==> config.mk <==
export PLATFORM = sky130hd
export DESIGN_NAME = l1_ahb_mtx_arb_np
export DESIGN_NICKNAME = d
export VERILOG_FILES = /design/src/rtl/l1_ahb_mtx_arb_np.sv
export SDC_FILE = /design/constraint.sdc
export NUM_CORES = 1
export LEC_CHECK = 0
export CELL_PAD_IN_SITES_DETAIL_PLACEMENT = 1
export CELL_PAD_IN_SITES_GLOBAL_PLACEMENT = 1
export CORE_ASPECT_RATIO = 0.7
export CORE_MARGIN = 2
export CORE_UTILIZATION = 38
export DETAILED_ROUTE_END_ITERATION = 12
export GPL_TIMING_DRIVEN = 0
export PLACE_DENSITY_LB_ADDON = 0.05
export SLEW_MARGIN = 25
export SYNTH_ARGS = -nofsm -noshare
export SYNTH_HDL_FRONTEND = slang
export SYNTH_SLANG_ARGS = --single-unit
==> constraint.sdc <==
create_clock -name HCLK -period 4.1 [get_ports HCLK]
set_clock_uncertainty 0.2 [all_clocks]
set_input_delay 0.82 -clock HCLK [delete_from_list [all_inputs] [get_ports HCLK]]
set_output_delay 0.82 -clock HCLK [all_outputs]
set_load 0.02 [all_outputs]
==> src/rtl/l1_ahb_mtx_arb_np.sv <==
// Output-stage arbiter for one L1 AHB matrix slave port: registered grant with fixed-priority
// or round-robin selection, pinned during locked sequences and fixed-length bursts.
module l1_ahb_mtx_arb_np #(
    parameter int unsigned  NUM_PORTS = 4,
    parameter int unsigned  ARB_RR    = 1,
    localparam int unsigned PORT_W    = (NUM_PORTS > 2) ? $clog2(NUM_PORTS) : 1
) (
    input  logic                 HCLK,
    input  logic                 HRESETn,
    input  logic [NUM_PORTS-1:0] req_port,
    input  logic                 HREADYM,
    input  logic                 HSELM,
    input  logic [1:0]           HTRANSM,
    input  logic [2:0]           HBURSTM,
    input  logic                 HMASTLOCKM,
    output logic [PORT_W-1:0]    addr_in_port,
    output logic                 no_port,
    output logic                 burst_hold
);

    localparam logic [1:0] TransIdle   = 2'b00;
    localparam logic [1:0] TransBusy   = 2'b01;
    localparam logic [1:0] TransNonseq = 2'b10;
    localparam logic [1:0] TransSeq    = 2'b11;

    logic [PORT_W-1:0]    sel_q, sel_d, last_q, last_d, winner, scan_start;
    logic                 no_port_q, no_port_d, burst_hold_q;
    logic [3:0]           beat_q, beat_d, len_m1;
    logic [NUM_PORTS-1:0] owner_oh, eff_req;
    logic                 active, hold_burst;

    // First requester strictly after 'start', wrapping; fixed priority starts after the top port.
    function automatic logic [PORT_W-1:0] pick(input logic [NUM_PORTS-1:0] req,
                                               input logic [PORT_W-1:0]    start);
        logic [PORT_W-1:0] res;
        logic              found;
        int unsigned       idx;
        res   = '0;
        found = 1'b0;
        for (int unsigned k = 1; k <= NUM_PORTS; k++) begin
            idx = (32'(start) + k) % NUM_PORTS;
            if (!found && req[idx[PORT_W-1:0]]) begin
                res   = PORT_W'(idx);
                found = 1'b1;
            end
        end
        return res;
    endfunction

    always_comb begin
        unique case (HBURSTM)
            3'b010, 3'b011: len_m1 = 4'd3;
            3'b100, 3'b101: len_m1 = 4'd7;
            3'b110, 3'b111: len_m1 = 4'd15;
            default:        len_m1 = 4'd0;
        endcase
    end

    assign active     = HSELM && (HTRANSM != TransIdle);
    assign hold_burst = HSELM && (((HTRANSM == TransNonseq) && (len_m1 != 4'd0)) ||
                                  ((HTRANSM == TransSeq) && (beat_q > 4'd1)) ||
                                  ((HTRANSM == TransBusy) && (beat_q != 4'd0)));

    always_comb begin
        owner_oh         = '0;
        owner_oh[sel_q]  = 1'b1;
        eff_req          = req_port | (active ? owner_oh : '0);
        scan_start       = (ARB_RR != 0) ? last_q : PORT_W'(NUM_PORTS - 1);
        winner           = pick(eff_req, scan_start);
    end

    always_comb begin
        sel_d     = sel_q;
        last_d    = last_q;
        no_port_d = no_port_q;
        beat_d    = beat_q;

        if (HMASTLOCKM || hold_burst) begin
            no_port_d = 1'b0;
        end else if (eff_req != '0) begin
            sel_d     = winner;
            last_d    = winner;
            no_port_d = 1'b0;
        end else begin
            no_port_d = !HSELM;
        end

        if (!HSELM || (HTRANSM == TransIdle)) begin
            beat_d = 4'd0;
        end else if (HTRANSM == TransNonseq) begin
            beat_d = len_m1;
        end else if (HTRANSM == TransSeq) begin
            beat_d = (beat_q == 4'd0) ? 4'd0 : beat_q - 4'd1;
        end
    end

    // Wait states freeze the whole arbiter, including mid-burst.
    always_ff @(posedge HCLK or negedge HRESETn) begin
        if (!HRESETn) begin
            sel_q        <= '0;
            last_q       <= PORT_W'(NUM_PORTS - 1);
            no_port_q    <= 1'b1;
            beat_q       <= 4'd0;
            burst_hold_q <= 1'b0;
        end else if (HREADYM) begin
            sel_q        <= sel_d;
            last_q       <= last_d;
            no_port_q    <= no_port_d;
            beat_q       <= beat_d;
            burst_hold_q <= hold_burst;
        end
    end

    assign addr_in_port = sel_q;
    assign no_port      = no_port_q;
    assign burst_hold   = burst_hold_q;

endmodule

* Word level (Yosys, flattened, before mapping)
Index checks and enable logic that the tools add are counted.
** Operators by class
- Add/subtract/negate cells :: 5
- Magnitude comparators :: 7
- Equal/unequal tests :: 9
- Muxes and demuxes :: 25
- Bitwise logic cells :: 2
- Reductions and logical operators :: 29
** Operators with widths (count)
- $mux W4 :: 5
- $lt A2 B3 Y1 const B :: 5
- $eq A3 B3 Y1 const B :: 4
- $pmux W4 S3 :: 1
- $reduce_bool A4 Y1 :: 3
- $mux W1 :: 10
- $logic_and A1 B1 Y1 :: 9
- $bmux W1 S2 :: 4
- $mux W2 :: 4
- $eq A3 B2 Y1 const B :: 2
- $reduce_or A2 Y1 :: 3
- $add A2 B1 Y2 const B :: 2
- $add A2 B2 Y2 const B :: 2
- $eq A2 B2 Y1 const B :: 2
- $gt A4 B1 Y1 const B :: 1
- $logic_not A1 Y1 :: 4
- $logic_not A4 Y1 :: 1
- $logic_or A1 B1 Y1 :: 4
- $or A4 B4 Y4 :: 1
- $sub A4 B1 Y4 const B :: 1
- $reduce_and A3 Y1 :: 1
- $reduce_bool A3 Y1 :: 1
- $demux W1 S2 :: 1
- $eq A2 B1 Y1 const B :: 1
- 5 further kinds :: 5
** Word-level totals
- Register bits after elaboration :: 10
- Input bits :: 14
- Output and inout port bits :: 4
- Word-level logic and storage cells :: 82

* Depth between registers and ports, before layout
- Depth in word-level cells :: 18
- Mapped depth :: 7
- Depth with buffers taken out :: 5

* Least setup slack after synthesis
OpenSTA, ideal clock, no wires.
- Path type :: input port to flip-flop
- Start point :: input port HTRANSM[0]
- End point :: register sel_q[0] (netlist: addr_in_port[0])
- Library setup time :: 0.080 ns
- Arrival time :: 2.020 ns
- Required time :: 3.820 ns
- Slack :: 1.800 ns
- Stages on the path :: 7
- Buffers on the path :: 2
- Cells stage by stage :: buf_6 > o311ai_4 > o22ai_1 > or3_1 > buf_6 > and2_4 > a31oi_4
** On the way
- Longest elaborated chain between the ends :: 16
- Elaborated cells on any way between the ends :: 38
- Those cells by class :: eq/ne: 3; mux: 16; bitwise: 2; reduce/logical: 17
** RTL lines
- from (decl) :: RTL line 13 : input logic [1:0] HTRANSM,
- $reduce_bool A2 Y1 :: RTL line 59 : assign active = HSELM && (HTRANSM != TransIdle);
- $logic_and A1 B1 Y1 :: RTL line 59
- $mux W4 :: RTL line 67 : eff_req = req_port | (active ? owner_oh : '0);
- $or A4 B4 Y4 :: RTL line 67
- $bmux W1 S2 :: RTL line 42 : if (!found && req[idx[PORT_W-1:0]]) begin
- $mux W1 (implied by the code) :: RTL line 42
- $mux W1 :: RTL line 42
- $logic_not A1 Y1 :: RTL line 42
- $logic_and A1 B1 Y1 :: RTL line 42
- $mux W1 :: RTL line 42
- $logic_not A1 Y1 :: RTL line 42
- $logic_and A1 B1 Y1 :: RTL line 42
- $mux W1 :: RTL line 42
- $logic_not A1 Y1 :: RTL line 42
- $logic_and A1 B1 Y1 :: RTL line 42
- $mux W2 :: RTL line 42
- to (signal assigned) :: RTL line 106 : sel_q <= sel_d;
- to (decl) :: RTL line 26 : logic [PORT_W-1:0] sel_q, sel_d, last_q, last_d, winner, scan_start;
Several ways; a longest one is shown, not always the timed one. The select of a mux whose other input is x is not followed.
A chain may end at the register's enable or synchronous reset.

* Final worst setup path
- Start point :: input port HTRANSM[1]
- End point :: register last_q[0]
** On the way
- Longest elaborated chain between the ends :: 16
- Elaborated cells on any way between the ends :: 38
- Those cells by class :: eq/ne: 3; mux: 16; bitwise: 2; reduce/logical: 17
** RTL lines
- $reduce_bool A2 Y1 :: RTL line 59
- $logic_and A1 B1 Y1 :: RTL line 59
- $mux W4 :: RTL line 67
- $or A4 B4 Y4 :: RTL line 67
- $bmux W1 S2 :: RTL line 42
- $mux W1 (implied by the code) :: RTL line 42
- $mux W1 :: RTL line 42
- $logic_not A1 Y1 :: RTL line 42
- $logic_and A1 B1 Y1 :: RTL line 42
- $mux W1 :: RTL line 42
- $logic_not A1 Y1 :: RTL line 42
- $logic_and A1 B1 Y1 :: RTL line 42
- $mux W1 :: RTL line 42
- $logic_not A1 Y1 :: RTL line 42
- $logic_and A1 B1 Y1 :: RTL line 42
- $mux W2 :: RTL line 42
- to (signal assigned) :: RTL line 101 : last_q <= PORT_W'(NUM_PORTS - 1);
- to (signal assigned) :: RTL line 107 : last_q <= last_d;
- to (decl) :: RTL line 26
Several ways; a longest one is shown, not always the timed one. The select of a mux whose other input is x is not followed.

==> summary.md <==
| Metric | Value |
|---|---|
| Status | complete, no violations |
| # IOs | 18 |
| Largest net degree at the start of global routing | 11 |
| Later-pin clock latency in the skew report | 0.26 ns |
| Setup Viol. Count Final | 0 |
| CP peak stage delay | 0.57 ns |
| Placer's final routability congestion estimate | 0.910 |
| Hold Violations, Final | 0 |
| First-pass GRT wire length | 3540 um |
| Slew Viols, Final | 0 |
| Final total power | 0.439 mW |
| Setup crit start kind | primary input |
| Pre-CTS setup slack | 1.18 ns |
| Routed wire length | 2180 um |
| Arrival @ worst endpoint | 2.67 ns |
| Number of global-route vias before repair | 729 |
| CTS Hold Bufs | 0 |
| Routed vias/inst | 5.89 |
| Slew @ Worst Pin | 0.514 ns |
| Sequential area share after synthesis | 32.9% |
| # diodes | 0 |
| Fin Hold WS | 0.298 ns |
| Synthesis Warnings | 0 |
| Worst path buffer plus inverter count | 1 |
| Setup ws final | 1.41 ns |
| Syn Nets | 104 |
| #FFs+latches synth | 10 |
| LEAKAGE | 0.399 nW |
| Post-DRT Antenna Nets | 0 |
| Worst-path clk slew | 0.06 ns |
| DR pass1 iterations | 4 |
| CTS root buf | clkbuf_4 |
| Final HPWL DP | 1690 um |
| Worst hold path class | flop to flop |
| Slew headroom | 65.6% |
| Post-cts resize count | 0 |
| Syn Std Cell Area | 772 um^2 |
| Nets | 123 |
| Setup tns final | 0 ns |
| Critical path peak fanout | 8 |
| Drt drc | 0 |
| Most frequent cells in the layout | 14 x clkdlybuf4s50_1, 11 x nand2_1, 7 x inv_1, 7 x a21oi_1, 7 x dfrtp_1 |
| H-tree levels | 1 |
| CTS tree | built |
| Post-CTS Setup Bufs | 0 |
| Commonest non-fill, non-tap cell in the layout | clkdlybuf4s50_1 |
| Mapped Avg Cell Area | 8.58 um^2 |
| Maximum root-to-sink buffer count | 2 |
| DIE HEIGHT | 41.7 um |
| WL/cell | 16.7 um |
| Initial Util | 40.9% |
| Die area | 2410 um^2 |
| Asr flop ratio synth | 100% |
| Total number of vias | 766 |
| CP Capture Type | flop |
| Share of post-route cells with drive strength above 1 | 16.7% |
| Power Density | 450 nW/um^2 |
| CP max-delay cell | clkdlybuf4s50_1 |
| GR Overflow Total | 0 |
| Fmax achieved | 372 MHz |
| Post-Syn Instances | 90 |
| Crit path cell chain | clkdlybuf4s50_1, o211ai_1, a21boi_1, a22o_1, a221o_1, o211ai_1 |
| Area growth, synth to finish | 26.4% |
| Port Buffers | 14 |
| Core area | 1890 um^2 |
| Rows | 13 |
| Max-Cap Viols | 0 |
| RSZ-0062 raised after global routing | no |
| Final worst path period need | 2.69 ns |
| CTS Buf Count | 3 |
| Total track usage | 19.4% |
| CP Class | primary input to flop |
| Period utilization | 65.6% |
| Most used DFF post-synth | dfrtp_1 |
| Cell mode on critical path | o211ai_1 |
| CP required | 4.08 ns |
| Count of cell types in the netlist | 39 |
| Clock sinks | 10 |
| Width of the die | 57.9 um |
| Number of synthesized flops with an enable pin | 0 |
| Iter 0 DRT Violations | 16 |
| Cell family with most CP delay | compound AO/OA/AOI/OAI gates |
| Peak supply drop | 0.375 mV |
| Initial antenna violation count | 0 |
layer usage:
metal	vias up	global-route usage, %	routed length (um)	share of wire (%)
li1	376	-	-	-
met1	367	33.2	1250	57
met2	21	24.1	799	37
met3	2	1.56	113	5.2
met4	0	6.98	14	0.64
met5	-	0	0	0
final timing paths:
path | endpoint | startpoint | cells after the start | slack (ns)
worst max-delay path | last_q[0] | HTRANSM[1] | 6 | 1.41
worst min-delay path | no_port | no_port | 2 | 0.30
worst max register to register | addr_in_port[0] | beat_q[1] | 6 | 2.09
worst min register to register | no_port | no_port | 2 | 0.30
max in group asynchronous | last_q[0] | HRESETn | 1 | 2.70
min in group asynchronous | beat_q[1] | HRESETn | 1 | 0.67
power breakdown:
group	switching (mW)	internal, mW	total, mW
logic	0.105	0.0856	0.190
clock network	0.0327	0.0539	0.0865
registers	0.0344	0.128	0.162
total	0.172	0.267	0.439
area by class of cell:
cell class                 count  area [um^2]
buffer                         3         27.5
fill                         245          911
sequential                    10          254
inverter                       8         30.0
tap                           22         27.5
multi-input combinational     69          460
timing repair buffer          14          140
clock buffer                   4         36.3
synthesized netlist by cell type (all sizes together) (2+ instances only):
| master | instances | area [um^2] |
|---|---|---|
| nor3 | 3 | 15.0 |
| a221o | 2 | 20.0 |
| and2 | 2 | 15.0 |
| o21ai | 9 | 45.0 |
| dfrtp | 7 | 175 |
| a22o | 2 | 17.5 |
| o211ai | 3 | 22.5 |
| or3 | 2 | 12.5 |
| a21oi | 7 | 35.0 |
| nor2 | 6 | 22.5 |
| buf | 3 | 27.5 |
| nand2 | 11 | 41.3 |
| inv | 8 | 30.0 |
| a31oi | 3 | 33.8 |
| dfstp | 3 | 78.8 |
per-stage QoR:
stage	instances	cell area [um^2]	utilization (%)
floorplan	90	772	-
global placement	126	940	49.8
detailed placement	126	940	49.8
CTS	130	976	51.7
global route	130	976	51.7
finish	130	976	51.7
worst min-delay path: stages, from the launching register on:
cell     delay (ns)
dfstp_2        0.37
nand2_1        0.05
o41ai_1        0.07
state kept, by name, indices dropped and copies added (netlist names):
name / flops
beat_q: 4
burst_hold: 1
addr_in_port: 2
last_q: 2
no_port: 1
cell families after synthesis:
kind of cell,synth area share (%)
AO/OA/AOI/OAI,35.7
buffers and inverters,7.45
flip-flops,32.9
multiplexers,1.46
AND/OR/NAND/NOR,22.5
Power figures use the tool's default switching activity.
